$ cat config.mk
export PLATFORM = sky130hd
export DESIGN_NAME = wb_intercon
export DESIGN_NICKNAME = d
export VERILOG_FILES = /design/src/rtl/wb_intercon.sv
export SDC_FILE = /design/constraint.sdc
export NUM_CORES = 1
export LEC_CHECK = 0
export BUFFER_PORTS_ARGS = -buffer_cell sky130_fd_sc_hd__buf_4
export CAP_MARGIN = 10
export CORE_AREA = 5 5 287 289
export CTS_CLUSTER_SIZE = 28
export DETAILED_ROUTE_END_ITERATION = 7
export DIE_AREA = 0 0 292 294
export GPL_TIMING_DRIVEN = 0
export PLACE_DENSITY_LB_ADDON = 0.1
export SYNTH_ARGS = -nofsm -noshare
export SYNTH_HDL_FRONTEND = slang
export SYNTH_SLANG_ARGS = --single-unit
$ cat constraint.sdc
create_clock -name clk -period 2.8 [get_ports clk]
set_clock_uncertainty 0.2 [all_clocks]
set_input_delay 0.56 -clock clk [delete_from_list [all_inputs] [get_ports clk]]
set_output_delay 0.56 -clock clk [all_outputs]
set_load 0.1 [all_outputs]
$ cat src/rtl/wb_intercon.sv
// Single-master, 17-slave shared-bus interconnect.
// Decodes, broadcasts, muxes read data and times out silent slaves.
module wb_intercon #(
   parameter int          TIMEOUT  = 255,
   parameter logic [31:0] ERR_DATA = 32'h0000_0000
) (
   input  logic          clk,
   input  logic          rstn,
   input  logic          master_STB,
   input  logic          master_WE,
   input  logic [31:0]   master_ADDR,
   input  logic [31:0]   master_DAT_I,
   output logic [31:0]   master_DAT_O,
   output logic          master_ACK,
   output logic [16:0]   slave_STB,
   input  logic [16:0]   slave_ACK,
   output logic          slave_WE,
   input  logic [511:0]  slave_DAT_I,
   output logic [31:0]   slave_DAT_O,
   output logic [31:0]   slave_ADDR,
   input  logic          err_clr,
   output logic          bus_err,
   output logic [31:0]   err_addr
);

   localparam int NSLV = 17;
   localparam int NLANE = 16;
   localparam int CLOG = $clog2(TIMEOUT + 1);
   localparam int CW = (CLOG > 8) ? CLOG : 8;
   localparam logic [CW-1:0] TMAX = CW'(TIMEOUT);

   logic [4:0]    idx;
   logic          mapped;
   logic          hit_ack;
   logic          sel_ack;
   logic          err_ack;
   logic [31:0]   lane;
   logic [CW-1:0] wait_cnt;
   logic          cnt_clr;

   assign idx = master_ADDR[31:27];
   assign mapped = (idx <= 5'd16);

   assign slave_ADDR = master_ADDR;
   assign slave_DAT_O = master_DAT_I;
   assign slave_WE = master_WE;

   // One-hot strobe decode; nothing strobes on an unmapped address
   always_comb begin
      slave_STB = '0;
      for (int k = 0; k < NSLV; k++) begin
         slave_STB[k] = master_STB & (idx == 5'(k));
      end
   end

   // Only the addressed slave's ACK is looked at
   always_comb begin
      hit_ack = 1'b0;
      for (int k = 0; k < NSLV; k++) begin
         hit_ack = hit_ack | (slave_ACK[k] & (idx == 5'(k)));
      end
   end

   // Read lane select; slave 16 and unmapped space have no lane
   always_comb begin
      lane = '0;
      for (int k = 0; k < NLANE; k++) begin
         if (idx == 5'(k)) begin
            lane = slave_DAT_I[k*32 +: 32];
         end
      end
   end

   assign sel_ack = master_STB & hit_ack;

   assign err_ack = master_STB & ~sel_ack &
                    ((~mapped & (wait_cnt >= CW'(1))) |
                     (mapped & (wait_cnt == TMAX)));

   assign master_ACK = sel_ack | err_ack;
   assign master_DAT_O = err_ack ? ERR_DATA : lane;

   assign cnt_clr = ~master_STB | master_ACK;

   // Watchdog: counts wait cycles of the current request, saturating
   always_ff @(posedge clk or negedge rstn) begin
      if (!rstn) begin
         wait_cnt <= '0;
      end else if (cnt_clr) begin
         wait_cnt <= '0;
      end else if (wait_cnt != TMAX) begin
         wait_cnt <= wait_cnt + CW'(1);
      end
   end

   // Sticky error status; a new error beats a simultaneous clear
   always_ff @(posedge clk or negedge rstn) begin
      if (!rstn) begin
         bus_err <= 1'b0;
         err_addr <= '0;
      end else if (err_ack) begin
         bus_err <= 1'b1;
         if (!bus_err || err_clr) begin
            err_addr <= master_ADDR;
         end
      end else if (err_clr) begin
         bus_err <= 1'b0;
         err_addr <= '0;
      end
   end

endmodule

==> results of run 1 <==
flip-flops by register name, indices dropped and copies added, names as in the netlist:
signal and flops:
err_addr 32, wait_cnt 8, bus_err 1
final timing paths:
check                                startpoint          endpoint  slack, ps  depth (start not counted)
worst max register to register      wait_cnt[0]       err_addr[0]        230                         10
worst max-delay path            master_ADDR[30]  master_DAT_O[23]       -760                         11
worst min-delay path                       rstn      err_addr[19]         70                          1
max in group asynchronous                  rstn       wait_cnt[0]       1900                          1
min in group clk                master_ADDR[19]      err_addr[19]        290                          2
worst min register to register     err_addr[17]      err_addr[17]        310                          1
layer usage:
metal | vias up | part of all wire | routed length (um) | GRT usage
met3 | 82 | 0.071 | 7050 | 0.04974
met2 | 657 | 0.51 | 50740 | 0.3973
met5 | - | 0.00074 | 73 | 0
li1 | 5684 | - | - | -
met4 | 10 | 0.016 | 1621 | 0.03048
met1 | 6377 | 0.40 | 39620 | 0.2620
report_power, final:
group	switching [W]	leakage [nW]	total (W)	internal (W)
registers	0.0000353	0.560	0.000680	0.000644
clock network	0.000274	0.0811	0.000698	0.000424
logic	0.00261	7.40	0.00428	0.00167
total	0.00292	8.04	0.00566	0.00274
timing repair:
action,CTS,global route
gates resized for setup,453,115
setup buffers,73,36
pin swaps,54,52
cloned,5,1
endpoints found under the setup margin,91,75
final cells by class:
| type | instances | area share |
|---|---|---|
| multi-input cells | 836 | 0.3632 |
| plain buffers | 165 | 0.09871 |
| flip-flops and latches | 41 | 0.05628 |
| diodes | 5 | 0.0006855 |
| repair buffers | 826 | 0.3953 |
| clock inverters | 2 | 0.002125 |
| well taps | 1060 | 0.07266 |
| clock buffers | 6 | 0.007061 |
| inverters | 18 | 0.003976 |
through the flow:
stage	std cells	setup TNS [ps]	worst slack (ps)
floorplan	1067	-27870	-882.7
global placement	2838	-141100	-2512
detailed placement	2842	-115790	-2333
CTS	2925	-27240	-944.3
global route	2955	-27830	-836.0
finish	2959	-23460	-763.0
cell families after synthesis:
| logic type | Yosys count |
|---|---|
| compound gates | 468 |
| flops | 41 |
| buf+inv | 190 |
| xor+xnor | 2 |
| mux | 54 |
| simple gates | 309 |
| fa+ha+maj | 3 |
placed cells by master, fill, tap and decap left out, types with 21 or more instances in the layout:
cell type  instances
buf_4            799
a21oi_1          143
buf_12            83
nor2_1            78
nand2_1           66
buf_6             51
o21ai_0           50
dfrtp_1           40
o22ai_1           39
a22o_1            35
mux2i_1           26
nor3_4            21
worst max-delay path, cell delays in order:
cell and delay [ps]:
buf_8 100, buf_12 130, or3b_4 440, nor2_8 190, a2111oi_4 90, and4_4 230, and4_4 250, buf_16 180
buf_12 130, a211oi_4 260, buf_12 210
==> flow_metrics.tcl, run 1 <==
set metrics [dict create \
    synth_compound_area_frac 0.4203 \
    utilization 0.2292 \
    crit_type "primary input to primary output" \
    status "complete, but fails checks" \
    powerDensity_nw_per_um2 310.1 \
    std_cell_rows 104 \
    first_pass_iters 5 \
    place_area_um2 14960 \
    die-area_um2 85850 \
    synthAdderAreaFrac 0.004852 \
    multiInputGateArea_um2 6630 \
    cp-end-kind "primary output" \
    vias_per_cell 4.329 \
    cp_max_fo 8 \
    cp-start-kind "primary input" \
    register_area_um2 1027 \
    yosysMostFrequentCell "a21oi_1" \
    yosysTopAreaCellShare 0.1326 \
    hp-class "primary input to async pin" \
    rsz0062_at_grt "yes" \
    yosys_most_used_dff "dfrtp_1" \
    antenna_found_initial 12 \
    violations "negative setup slack" \
    grt_first_pass_wirelength_mm 128.1 \
    synth_edf_count 0 \
    leakage_nw 8.037 \
    ys_top_cells_by_count "a21oi_1, nor2_1, nand2_1" \
    synth_area_leaders "dfrtp_1, a21oi_1, buf_4" \
    final_layout_size_suffix_gt1_frac 0.6267 \
    finalInstanceArea_um2 18250 \
    setup_viol 60 \
    cts_buffers 5 \
    grt_use_total 0.2158 \
    total_power_w 0.005660 \
    dp_hpwl_mm 81.32 \
    cp.required_ps 2040 \
    drt-initial-drc-count 773 \
    cts_tree "built" \
    clk_pin_slew_ps 70 \
    fill_cells 8977 \
    arrival_ps 2800 \
    yosysUniqueCellTypes 79 \
    nNetsFinal 2494 \
    grt_pass1_vias 13786 \
    ys_warn_count 0 \
    ioPinCount 746 \
    synthMuxAreaShare 0.08572 \
    cts_buffer_depth 2 \
    synth_top_area_cell "dfrtp_1" \
    synthSimpleGateAreaFrac 0.2091 \
    fp.dieW_um 292 \
    synth_nets 1668 \
    io_buffers 711 \
    drc 0 \
    grt_max_degree 42 \
    worst_pin_slew_ps 907.6 \
    fin_hold_ws_ps 67.46 \
    worst_slack_ps -763.0 \
    synthToLayoutAreaGrowth_pct 135.9 \
    grt_overflow 0 \
    synthesis.area_um2 7736 \
    syn_inst 1067 \
    worst_slew_margin_rel 0.3949 \
    vias 12810 \
    synth_top_family_by_area "compound AO/OA/AOI/OAI gates" \
    fin_crit_sh 1.272 \
    drv_slew 0 \
    peakVddDrop_uv 202.3 \
    ys_ff_latch 41 \
    cts.htree.levels 2 \
    min_period_ps 3563 \
    die_h_um 294 \
    ctsHoldBuffers 0 \
    post_drt_wl_per_cell_um 33.49 \
    cts.sinks 41 \
    seq_area_frac_synth 0.1326 \
    ant_nets 0 \
    gp_congestion 0.8730 \
    hold_violations 0 \
    postSynthAreaPerCell_um2 7.250 \
    clkLatencyLatePin_ps 300 \
    max_freq_mhz 280.7 \
    cap_violations 0 \
    core_um2 79640 \
    async_reset_ff_frac 1.000 \
    synth_xor_area_frac 0.002264 \
    start_util 0.09714 \
    wirelength_mm 99.10 \
    cts_root_buf "clkbuf_16" \
]
Note: power is estimated with default switching activity, not from simulation.
==> inputs of run 2 (changes only) <==
==> constraint.sdc (replaced) <==
create_clock -name clk -period 2.8 [get_ports clk]
set_clock_uncertainty 0.2 [all_clocks]
set_input_delay 0.28 -clock clk [delete_from_list [all_inputs] [get_ports clk]]
set_output_delay 0.28 -clock clk [all_outputs]
set_load 0.1 [all_outputs]
==> flow_metrics.tcl, run 2 (synthesis gave the netlist of run 1 again) <==
set metrics [dict create \
    status "complete, but fails checks" \
    violations "negative setup slack" \
    ant_nets 0 \
    first_pass_iters 6 \
    fp.dieW_um 292 \
    worst_slack_ps -384.7 \
    arrival_ps 2700 \
    instances_no_fill 2906 \
    cp_max_fo 6 \
    synthToLayoutAreaGrowth_pct 114.8 \
    regMostFlops "err_addr" \
    reg2reg_slack_ps 170 \
    place_area_um2 14800 \
    core_um2 79640 \
    grt_max_degree 42 \
    cap_violations 0 \
    hold_violations 0 \
    post_drt_wl_per_cell_um 32.88 \
    min_period_ps 3185 \
    start_util 0.09714 \
    clk_pin_slew_ps 60 \
    fin_crit_sh 1.137 \
    cp.required_ps 2320 \
    fill_cells 9032 \
    worst_slew_margin_rel 0.3038 \
    r2r_cells 10 \
    worst_pin_slew_ps 1044 \
    largest_reg_flops 32 \
    cts_buffers 5 \
    final_layout_size_suffix_gt1_frac 0.5933 \
    antenna_found_initial 23 \
    io_buffers 711 \
    rsz0062_at_grt "yes" \
    powerDensity_nw_per_um2 320.2 \
    vias 12388 \
    r2r_start "wait_cnt[0]" \
    setup_viol 33 \
    ioPinCount 746 \
    grt_overflow 0 \
    drt-initial-drc-count 811 \
    cts.sinks 41 \
    finalInstanceArea_um2 16620 \
    cp-start-kind "flop" \
    std_cell_rows 104 \
    final_cell_mix "buf_4, a21oi_1, nor2_1" \
    startpoint "wait_cnt[0]" \
    peakVddDrop_uv 186.0 \
    drv_slew 0 \
    worstReg2RegEnd "err_addr[11]" \
    cts_root_buf "clkbuf_16" \
    cts_buffer_depth 2 \
    clkLatencyLatePin_ps 290 \
    gp_congestion 0.8644 \
    wirelength_mm 95.56 \
    cp-end-kind "primary output" \
    vias_per_cell 4.263 \
    grt_pass1_vias 13081 \
    nNetsFinal 2440 \
    largest_registers "err_addr (32), wait_cnt (8), bus_err (1)" \
    grt_use_total 0.2070 \
    post-place-ws_ps -2013 \
    layout_commonest_cell "buf_4" \
    cts.htree.levels 2 \
    whs_path_depth 2 \
    grt_first_pass_wirelength_mm 122.7 \
    cts_tree "built" \
    max_freq_mhz 314.0 \
    min_to "err_addr[24]" \
    die-area_um2 85850 \
    min_from "master_ADDR[24]" \
    dp_hpwl_mm 80.87 \
    crit_type "flop to primary output" \
    dp.cells 2843 \
    leakage_nw 7.381 \
    hp-class "primary input to flop" \
    die_h_um 294 \
    drc 0 \
]
run 2: how the worst max path moves through the flow:
stage	endpoint	slack, ps	cells past startpoint
after global routing	master_DAT_O[23]	-490	10
final	master_DAT_O[20]	-380	9
after detailed placement	master_DAT_O[14]	-2010	10
after CTS	master_DAT_O[30]	-560	9
after global placement	master_DAT_O[30]	-1940	11
after floorplan	master_DAT_O[31]	-650	10
run 2: metal layers:
layer | vias to the layer above | GRT usage | share of wire
li1 | 5567 | - | -
met1 | 6150 | 0.2552 | 0.41
met2 | 578 | 0.3796 | 0.51
met3 | 65 | 0.04860 | 0.064
met4 | 28 | 0.02113 | 0.0098
met5 | - | 0 | 0.0020
run 2: timing repair:
action | CTS | global route
setup endpoints to repair | 87 | 33
hold buffers | 1 | 0
hold endpoints to repair | 41 | 0
gates resized for setup | 303 | 58
pin swaps | 23 | 24
buffers inserted | 27 | 23
gates cloned | 0 | 1
run 2: cell type report:
cell class	instances	area, um2	share of cell area
multi-input combinational	836	6327	0.3808
buffer	169	1430	0.08607
clock buffer	7	142.6	0.008584
timing repair buffer	768	6270	0.3773
antenna	7	17.52	0.001054
tap	1060	1326	0.07982
sequential	41	1026	0.06175
inverter	18	76.32	0.004593
run 2: report_power, final:
group	internal, W	leakage, nW	switching [W]
Sequential	0.000644	0.562	0.0000345
Combinational	0.00152	6.75	0.00253
Clock	0.000351	0.0700	0.000239
run 2: metrics by stage:
step                      TNS, ps  total power (W)  utilization  hold slack (ps)
after floorplan            -11780         0.002836            -           -215.6
after global placement    -117860         0.004347       0.1851            127.3
after detailed placement  -116970         0.004361       0.1858            132.6
after CTS                  -13820         0.005329       0.2036            5.885
after global routing       -13180         0.005537       0.2085            12.68
final                       -9889         0.005320       0.2086            14.45
run 2: worst max-delay path, cell delays in order (launching register included):
cell,delay [ps]
dfrtp_1,410
ha_2,200
or4b_4,510
nor4_4,160
o21ai_2,100
and4_4,210
buf_16,170
buf_4,160
a211oi_4,250
buf_12,220
==> inputs of run 3 (changes only) <==
--- a/config.mk
+++ b/config.mk
@@ -12,7 +12,7 @@
 export DETAILED_ROUTE_END_ITERATION = 7
 export DIE_AREA = 0 0 292 294
 export GPL_TIMING_DRIVEN = 0
-export PLACE_DENSITY_LB_ADDON = 0.1
+export PLACE_DENSITY = 0.33
 export SYNTH_ARGS = -nofsm -noshare
 export SYNTH_HDL_FRONTEND = slang
 export SYNTH_SLANG_ARGS = --single-unit
==> flow_metrics.tcl, run 3 (synthesis gave the netlist of run 1 again) <==
set metrics [dict create \
    status "complete, but fails checks" \
    violations "negative setup slack" \
    power_frac_comb 0.767 \
    rsz0062_at_grt "yes" \
    drt-initial-drc-count 644 \
    grt_use_total 0.2137 \
    cp.required_ps 2320 \
    grt_pass1_vias 13606 \
    total_power_w 0.005443 \
    grt_overflow 0 \
    largest_registers "err_addr (32), wait_cnt (8), bus_err (1)" \
    cp-end-kind "primary output" \
    cp-start-kind "primary input" \
    dp.cells 2843 \
    cts.htree.levels 2 \
    ant_nets 0 \
    cap_violations 0 \
    cts.sinks 41 \
    nNetsFinal 2448 \
    final_cell_mix "buf_4, a21oi_1, nor2_1" \
    vias_per_cell 4.364 \
    largest_reg_flops 32 \
    critPathMaxStageDelay_ps 500 \
    gp_congestion 0.8161 \
    fill_cells 9014 \
    grt_first_pass_wirelength_mm 126.1 \
    finalInstanceArea_um2 17020 \
    worst_slew_margin_rel 0.2893 \
    leakage_nw 7.497 \
    hp-class "primary input to flop" \
    ioPinCount 746 \
    internal-power_w 0.002543 \
    cts_tree "built" \
    r2r_start "wait_cnt[0]" \
    max_freq_mhz 310.8 \
    grt_max_degree 42 \
    instances_no_fill 2914 \
    synthToLayoutAreaGrowth_pct 120.1 \
    startpoint "master_ADDR[27]" \
    die_h_um 294 \
    min_period_ps 3218 \
    cp_max_fo 10 \
    post-place-ws_ps -2177 \
    fin_crit_sh 1.149 \
    hold_violations 0 \
    arrival_ps 2740 \
    cts_buffers 5 \
    power_frac_clock 0.108 \
    clkLatencyLatePin_ps 290 \
    r2r_cells 11 \
    place_area_um2 14810 \
    reg2reg_slack_ps 30 \
    powerDensity_nw_per_um2 319.7 \
    vias 12717 \
    crit_path_top_delay_cell "nor2_4" \
    cts_root_buf "clkbuf_16" \
    drc 0 \
    std_cell_rows 104 \
    cts_buffer_depth 2 \
    seq_power_share 0.125 \
    worst_pin_slew_ps 1066 \
    drv_slew 0 \
    layout_commonest_cell "buf_4" \
    swShare 0.5328 \
    worstReg2RegEnd "err_addr[17]" \
    clk_pin_slew_ps 60 \
    peakVddDrop_uv 198.0 \
    antenna_found_initial 17 \
    first_pass_iters 6 \
    io_buffers 711 \
    crit_type "primary input to primary output" \
    regMostFlops "err_addr" \
    fp.dieW_um 292 \
    start_util 0.09714 \
    critical_path.cell_chain "buf_4 -> buf_8 -> nor2_4 -> a222oi_1 -> nor3_1 -> a211oi_4 -> and4_4 -> buf_16 -> nor3_4 -> buf_12" \
    endpoint "master_DAT_O[1]" \
    core_um2 79640 \
    final_layout_size_suffix_gt1_frac 0.6055 \
    setup_viol 33 \
    wirelength_mm 98.83 \
    post_drt_wl_per_cell_um 33.92 \
    tns_ps -11320 \
    switching_power_w 0.002900 \
    worst_slack_ps -417.8 \
    dp_hpwl_mm 81.35 \
    die-area_um2 85850 \
]
[run 3: changes by cell type in the layout (fill, tap and decap cells not counted), moves of 3 or more]
| cell | before | now |
|---|---|---|
| a211oi_1 | 12 | 9 |
| buf_12 | 44 | 51 |
| buf_2 | 9 | 3 |
| buf_4 | 807 | 801 |
| buf_6 | 29 | 33 |
| buf_8 | 3 | 11 |
| mux2i_1 | 28 | 25 |
| o22ai_1 | 43 | 38 |
| o22ai_2 | 1 | 6 |
[run 3: area by class of cell]
| cell class | instances | area [um2] | area share |
|---|---|---|---|
| diodes | 6 | 15.01 | 0.0008820 |
| plain buffers | 170 | 1549 | 0.09099 |
| clock buffers | 8 | 136.4 | 0.008011 |
| inverters | 18 | 73.82 | 0.004336 |
| multi-input cells | 836 | 6454 | 0.3791 |
| flip-flops and latches | 41 | 1027 | 0.06034 |
| well taps | 1060 | 1326 | 0.07791 |
| repair buffers | 775 | 6442 | 0.3784 |
[run 3: worst max-delay path: cells and delay by family]
family / cells / cell delay [ps]
and+or+nand+nor: 4 / 1350
buffers and inverters: 4 / 740
AOI/OAI and AO/OA: 2 / 310
[run 3: routing by layer]
layer | vias up | GRT usage | part of all wire
met5 | - | 0 | 0.0010
met4 | 16 | 0.03256 | 0.014
met3 | 78 | 0.04023 | 0.061
met2 | 637 | 0.3842 | 0.50
met1 | 6383 | 0.2713 | 0.42
li1 | 5603 | - | -
[run 3: power by group through the flow]
stage | logic (W) | clock network, W | registers (W)
2_1_floorplan | 0.00180 | 0 | 0.00103
3_3_place_gp | 0.00371 | 0 | 0.000691
3_5_place_dp | 0.00372 | 0 | 0.000694
4_1_cts | 0.00409 | 0.000618 | 0.000681
5_1_grt | 0.00433 | 0.000632 | 0.000688
6_report | 0.00418 | 0.000586 | 0.000681
[run 3: what timing repair did]
action | 4_1_cts | 5_1_grt
pin swaps | 29 | 22
gates cloned | 0 | 3
resized for setup | 323 | 99
setup endpoints to repair | 77 | 65
hold endpoints to repair | 41 | 0
setup buffers | 31 | 24
hold buffers | 1 | 0
[run 3: stage by stage]
stage	util	hold slack (ps)
global placement	0.1851	136.7
global route	0.2136	12.99
floorplan	-	-215.6
CTS	0.2049	1.834
finish	0.2138	12.81
detailed placement	0.1860	130.9
[run 3: worst min path at each step]
stage / from / end / slack (ps) / cells past startpoint
after global placement: rstn / err_addr[16] / 140 / 1
after CTS: master_ADDR[14] / err_addr[14] / 2 / 2
final: master_ADDR[14] / err_addr[14] / 10 / 2
after global routing: master_ADDR[14] / err_addr[14] / 10 / 2
after detailed placement: rstn / err_addr[16] / 130 / 1
after floorplan: rstn / bus_err / -220 / 0
